File: config.mk
export PLATFORM = sky130hd
export DESIGN_NAME = pipe_stage_reg
export DESIGN_NICKNAME = d
export VERILOG_FILES = /design/src/rtl/pipe_stage_reg_pkg.sv /design/src/rtl/pipe_skid_buf.sv /design/src/rtl/pipe_stage_reg.sv
export SDC_FILE = /design/constraint.sdc
export NUM_CORES = 1
export LEC_CHECK = 0
export BUFFER_PORTS_ARGS = -buffer_cell sky130_fd_sc_hd__buf_4
export CORE_UTILIZATION = 50
export CTS_BUF_LIST = sky130_fd_sc_hd__clkbuf_4
export DETAILED_ROUTE_END_ITERATION = 16
export GPL_ROUTABILITY_DRIVEN = 0
export PLACE_DENSITY = 0.77
export SYNTH_ARGS = -nofsm -noshare
export SYNTH_HDL_FRONTEND = slang
export SYNTH_HIERARCHICAL = 1
export SYNTH_SLANG_ARGS = --single-unit
File: constraint.sdc
create_clock -name Clk -period 2.4 [get_ports Clk]
set_input_delay 0.36 -clock Clk [delete_from_list [all_inputs] [get_ports Clk]]
set_output_delay 0.36 -clock Clk [all_outputs]
set_load 0.02 [all_outputs]
File: src/rtl/pipe_stage_reg_pkg.sv
// Shared pipeline definitions: skid-buffer state encoding, default bubble control word,
// and per-stage control widths/bit positions used when packing stage control payloads.
package pipe_stage_reg_pkg;

    typedef enum logic [1:0] {
        ST_EMPTY = 2'd0,
        ST_ONE   = 2'd1,
        ST_FULL  = 2'd2
    } skid_state_e;

    // All-zero control word: no RegWrite, no MemWrite, no branch.
    localparam logic [31:0] CTRL_BUBBLE_DEFAULT = 32'h0;

    localparam int IDEX_CTRL_W  = 16;
    localparam int EXMEM_CTRL_W = 8;
    localparam int MEMWB_CTRL_W = 4;

    localparam int IDEX_ALU_OP_LSB     = 0;
    localparam int IDEX_ALU_OP_W       = 4;
    localparam int IDEX_ALU_SRC_BIT    = 4;
    localparam int IDEX_BRANCH_BIT     = 5;
    localparam int IDEX_JUMP_BIT       = 6;
    localparam int IDEX_MEM_READ_BIT   = 7;
    localparam int IDEX_MEM_WRITE_BIT  = 8;
    localparam int IDEX_MEM_SIZE_LSB   = 9;
    localparam int IDEX_MEM_SIZE_W     = 2;
    localparam int IDEX_REG_WRITE_BIT  = 11;
    localparam int IDEX_MEM_TO_REG_BIT = 12;

    localparam int EXMEM_MEM_READ_BIT   = 0;
    localparam int EXMEM_MEM_WRITE_BIT  = 1;
    localparam int EXMEM_MEM_SIZE_LSB   = 2;
    localparam int EXMEM_MEM_SIZE_W     = 2;
    localparam int EXMEM_REG_WRITE_BIT  = 4;
    localparam int EXMEM_MEM_TO_REG_BIT = 5;

    localparam int MEMWB_REG_WRITE_BIT  = 0;
    localparam int MEMWB_MEM_TO_REG_BIT = 1;

endpackage

File: src/rtl/pipe_skid_buf.sv
// Two-entry skid buffer (head + skid register) with a registered ready, so the upstream
// ready never depends combinationally on the downstream ready.
module pipe_skid_buf
    import pipe_stage_reg_pkg::*;
#(
    parameter int W = 48
) (
    input  logic         clk,
    input  logic         rst_n,
    input  logic         flush,
    input  logic         push,
    input  logic         pop,
    input  logic [W-1:0] in_pay,
    output logic         in_ready,
    output logic         head_valid,
    output logic [W-1:0] head_pay,
    output logic [1:0]   occupancy
);

    skid_state_e  state_q, state_d;
    logic         in_ready_q;
    logic [W-1:0] head_q, skid_q;

    // NOTE: sequential state uses non-blocking assignments so every flop samples pre-edge values.
    always_ff @(posedge clk or negedge rst_n) begin
        if (!rst_n) begin
            state_q    <= ST_EMPTY;
            in_ready_q <= 1'b1;
        end else begin
            state_q    <= state_d;
            in_ready_q <= (state_d != ST_FULL);
        end
    end

    // NOTE: default assignment first so no path through the case can infer a latch.
    always_comb begin
        state_d = state_q;
        if (flush) begin
            state_d = ST_EMPTY;
        end else begin
            case (state_q)
                ST_EMPTY: if (push) state_d = ST_ONE;
                ST_ONE: begin
                    if (push && !pop)      state_d = ST_FULL;
                    else if (pop && !push) state_d = ST_EMPTY;
                end
                ST_FULL:  if (pop) state_d = ST_ONE;
                default:  state_d = ST_EMPTY;
            endcase
        end
    end

    // NOTE: payload storage is reset because a cleared head/skid is part of the visible reset state.
    always_ff @(posedge clk or negedge rst_n) begin
        if (!rst_n) begin
            head_q <= '0;
            skid_q <= '0;
        end else if (!flush) begin
            case (state_q)
                ST_EMPTY: if (push) head_q <= in_pay;
                ST_ONE: begin
                    if (push && pop) head_q <= in_pay;
                    else if (push)   skid_q <= in_pay;
                end
                ST_FULL:  if (pop) head_q <= skid_q;
                default: ;
            endcase
        end
    end

    always_comb begin
        head_valid = (state_q != ST_EMPTY);
        head_pay   = head_q;
        occupancy  = state_q;
        in_ready   = in_ready_q;
    end

endmodule

File: src/rtl/pipe_stage_reg.sv
// Generic inter-stage pipeline register with valid/ready handshake, flush-to-bubble and
// either a single head register (SKID=0) or a 2-entry skid buffer (SKID=1).
module pipe_stage_reg
    import pipe_stage_reg_pkg::*;
#(
    parameter int                DATA_W      = 32,
    parameter int                CTRL_W      = 16,
    parameter logic [CTRL_W-1:0] CTRL_BUBBLE = CTRL_W'(CTRL_BUBBLE_DEFAULT),
    parameter int                SKID        = 1
) (
    input  logic              Clk,
    input  logic              Rst_n,
    input  logic              Flush,
    input  logic              In_valid,
    output logic              In_ready,
    input  logic [DATA_W-1:0] In_data,
    input  logic [CTRL_W-1:0] In_ctrl,
    output logic              Out_valid,
    input  logic              Out_ready,
    output logic [DATA_W-1:0] Out_data,
    output logic [CTRL_W-1:0] Out_ctrl,
    output logic [1:0]        Occupancy
);

    localparam int PAY_W = DATA_W + CTRL_W;

    logic             head_valid;
    logic [PAY_W-1:0] head_pay;
    logic [1:0]       occ;
    logic             rdy;
    logic             push, pop;

    // A flushed cycle discards the incoming entry; a pop still counts downstream.
    assign push = In_valid && rdy && !Flush;
    assign pop  = head_valid && Out_ready;

    generate
        if (SKID != 0) begin : g_skid
            pipe_skid_buf #(.W(PAY_W)) u_skid (
                .clk       (Clk),
                .rst_n     (Rst_n),
                .flush     (Flush),
                .push      (push),
                .pop       (pop),
                .in_pay    ({In_data, In_ctrl}),
                .in_ready  (rdy),
                .head_valid(head_valid),
                .head_pay  (head_pay),
                .occupancy (occ)
            );
        end else begin : g_reg
            logic             valid_q;
            logic [PAY_W-1:0] pay_q;

            always_ff @(posedge Clk or negedge Rst_n) begin
                if (!Rst_n) begin
                    valid_q <= 1'b0;
                    pay_q   <= '0;
                end else if (Flush) begin
                    valid_q <= 1'b0;
                end else if (push) begin
                    valid_q <= 1'b1;
                    pay_q   <= {In_data, In_ctrl};
                end else if (pop) begin
                    valid_q <= 1'b0;
                end
            end

            assign rdy        = Out_ready || !valid_q;
            assign head_valid = valid_q;
            assign head_pay   = pay_q;
            assign occ        = {1'b0, valid_q};
        end
    endgenerate

    // Downstream must never act on a stale control word, so empty slots show the bubble.
    assign In_ready  = rdy;
    assign Out_valid = head_valid;
    assign Out_data  = head_pay[PAY_W-1:CTRL_W];
    assign Out_ctrl  = head_valid ? head_pay[CTRL_W-1:0] : CTRL_BUBBLE;
    assign Occupancy = occ;

endmodule

==> summary.txt <==
Synth
  • Post-synthesis compound-gate area fraction: 0.00800
  • Top_reg_cell synth: dfrtp_1
  • Post-synth net total: 344
  • Largest family of logic cells by synthesized area: multiplexers
  • Post-Synth Simple-Gate Area: 0.0419
  • Synth top area share: 0.540
  • Syn Inst Count: 291
  • Most frequent cell after synthesis: mux2_2
  • Most frequent cells after synthesis: mux2_2, dfrtp_1, mux2_4
  • Number of enable flip-flop cells after synthesis: 0
  • Yosys warning total: 6
  • Syn_area_per_cell: 15.6 µm²
  • Distinct cell type count after synthesis: 26
  • FFs w/ async S/R, synth: 1.00
  • Multiplexer share of the synthesized area: 0.376
  • Synth area leader: dfrtp_1
  • Yosys reg bits: 99
  • Top cells by area, synth: dfrtp_1, mux2_2, mux2_4, and2_2, buf_6
  • Sequential element share of the synthesized area: 0.546
  • Adder-cell share of the synthesized area: 0
  • Mapped Area: 0.00454 mm²
  • Synth Area in XOR/XNOR: 0

Power
  • Pwr Density: 828 mW/mm²
  • Pleak: 2.70 nW
  • Internal power: 0.00329 W
  • Maximum vdd drop: 434 µV
  • Clock power share: 0.191
  • Psw: 0.00133 W
  • Sw frac: 0.288
  • Comb power frac: 0.294
  • Seq pwr share: 0.515

Placed design
  • Final HPWL DP: 5650 µm
  • IO buf count: 104

Detailed routing
  • Final wirelength: 8490 µm
  • Vias post-DR: 2,686
  • DRT iter0 DRCs: 55
  • Drt first pass iters: 4
  • WL/cell: 16.5 µm
  • Residual DRC count: 0
  • DR vias/cell: 5.23
  • Antenna Nets Post-Route: 0

Layout
  • Layout cells sized above 1: 0.716
  • Area grow syn2layout: 22.9%
  • # nets final: 453

Clock network
  • CTS hold repair buffers: 1
  • Clock Tree Buf Depth: 2
  • CTS resizes: 0
  • Root Driver: clkbuf_4
  • Worst-Skew Late Latency: 0.43 ns
  • CTS tree: yes
  • Clk sinks: 99
  • H-tree depth: 3
  • Number of CTS-inserted buffers: 9
  • Post-CTS Repair Setup Buffers: 0
  • Reg clk slew, reported paths: 0.15 ns

Floorplan
  • Row count: 34
  • Die span in y: 97.3 µm
  • Core region area: 0.00876 mm²
  • Chip width: 97.3 µm
  • Initial Utilization: 0.518
  • Die area: 0.00946 mm²
  • I/O pins: 105

Status
  • Status: completed

Critical path
  • Reg2reg start: g_skid.u_skid/occupancy[1]
  • Critical Path AT: 2.58 ns
  • CP delay by family, top: simple AND/OR/NAND/NOR gates
  • Critical path class: flop to flop
  • Critical path's slowest cell: or3_4
  • Worst EP required: 2.71 ns
  • Bufs and invs on worst path: 0
  • CP endpoint kind: flop
  • Crit-path max FO: 48
  • Max incr delay on CP: 0.66 ns
  • Crit path cell chain: or2_2 -> and2_2 -> or3_4 -> mux2_4
  • Startpoint type of the worst setup path: flop
  • Launch point of the worst path: g_skid.u_skid/occupancy[1]

GRT
  • GRT overflow: 0
  • First-pass GRT wire length: 14,500 µm
  • GRT Max-Usage Layer: met2
  • M1 GR Usage: 0.259
  • Met3 usage: 0.0468
  • Initial antenna violation count: 0
  • Largest net degree at the start of global routing: 49
  • Vias in the first global route: 2,846
  • Met2 Use GR: 0.313
  • GR Util All Layers: 0.193

STA
  • Hold Violations, Final: 0
  • Setup TNS: 0 ns
  • Max Transition Viols Final: 0
  • Final Cycle Share: 0.944
  • Hold WS: 0.161 ns
  • Unrepaired setup endpoints after global routing: false
  • Slew @ Worst Pin: 0.810 ns
  • Max_slew headroom: 0.460
  • Endpoints failing setup: 0
  • Fmax: 441 MHz
  • Worst Skew: 0.0226 ns
  • Tmin final: 2.27 ns

Hold path
  • Hold path start: In_ctrl[13]
  • Worst hold path class: input port to flop

Flow run
  • Maxcap violations: 0
[worst reg2reg max path, cell delays in order (launching register included)]
cell and delay, ns:
dfrtp_1 0.49, or2_2 0.31, and2_2 0.21, or3_4 0.66
mux2_4 0.48
[layer usage]
layer | up-vias | routed length, µm
li1 | 1249 | -
met1 | 1355 | 3890
met2 | 72 | 4070
met3 | 10 | 415
met4 | 0 | 115
met5 | - | 0
[state kept, by name (all words and copies together), names as in the netlist]
| register | flops |
|---|---|
| g_skid.u_skid/occupancy | 2 |
| g_skid.u_skid/in_ready | 1 |
| g_skid.u_skid/head_pay | 48 |
| g_skid.u_skid/skid_q | 48 |
[metrics by stage]
step,setup WS [ns],instances,utilization,cell area [µm²],power (W)
detailed placement,0.210,496,0.619,5420,0.00379
finish,0.134,514,0.636,5580,0.00462
global route,0.0991,513,0.636,5570,0.00488
CTS,0.172,513,0.636,5570,0.00469
global placement,0.255,496,0.619,5420,0.00373
floorplan,0.179,291,-,4540,0.00322
[worst paths after layout]
check | end | slack, ns | depth (start not counted)
setup / recovery | g_skid.u_skid/skid_q[35] | 0.13 | 4
hold / removal | g_skid.u_skid/skid_q[13] | 0.16 | 2
setup reg to reg | g_skid.u_skid/skid_q[35] | 0.13 | 4
hold reg to reg | g_skid.u_skid/head_pay[2] | 0.52 | 1
max in group asynchronous | g_skid.u_skid/skid_q[22] | 1.30 | 3
min in group asynchronous | g_skid.u_skid/skid_q[46] | 0.38 | 2
[logic make-up (layout without fill, tap and decap cells)]
logic type	count (synthesis)	in the layout
other	0	1
multiplexers	145	145
buffers and inverters	17	131
flip-flops	99	99
AO/OA/AOI/OAI	4	4
AND/OR/NAND/NOR	26	26
[power by group through the flow]
| stage | registers, W | logic (W) | clock network [W] |
|---|---|---|---|
| after detailed placement | 0.00241 | 0.00137 | 0 |
| after floorplan | 0.00256 | 0.000660 | 0 |
| after global routing | 0.00245 | 0.00145 | 0.000979 |
| after global placement | 0.00240 | 0.00133 | 0 |
| final | 0.00238 | 0.00136 | 0.000883 |
| after CTS | 0.00238 | 0.00137 | 0.000931 |
[cell usage in the layout, fill, tap and decap left out, types with 3 or more instances in the layout]
master    count
dfrtp_1      98
and2_2       13
and2_1        4
mux2_2      121
buf_4       112
clkbuf_4     12
mux2_1        3
mux2_4       20
[area by class of cell]
type / count / area, µm²
Antenna cell: 1 / 2.50
Clock buffer: 12 / 90.1
Clock inverter: 4 / 51.3
Fill cell: 683 / 3190
Inverter: 1 / 3.75
Multi-Input combinational cell: 175 / 1940
Sequential cell: 99 / 2480
Tap cell: 108 / 135
Timing Repair Buffer: 114 / 871
Power figures use the tool's default switching activity.
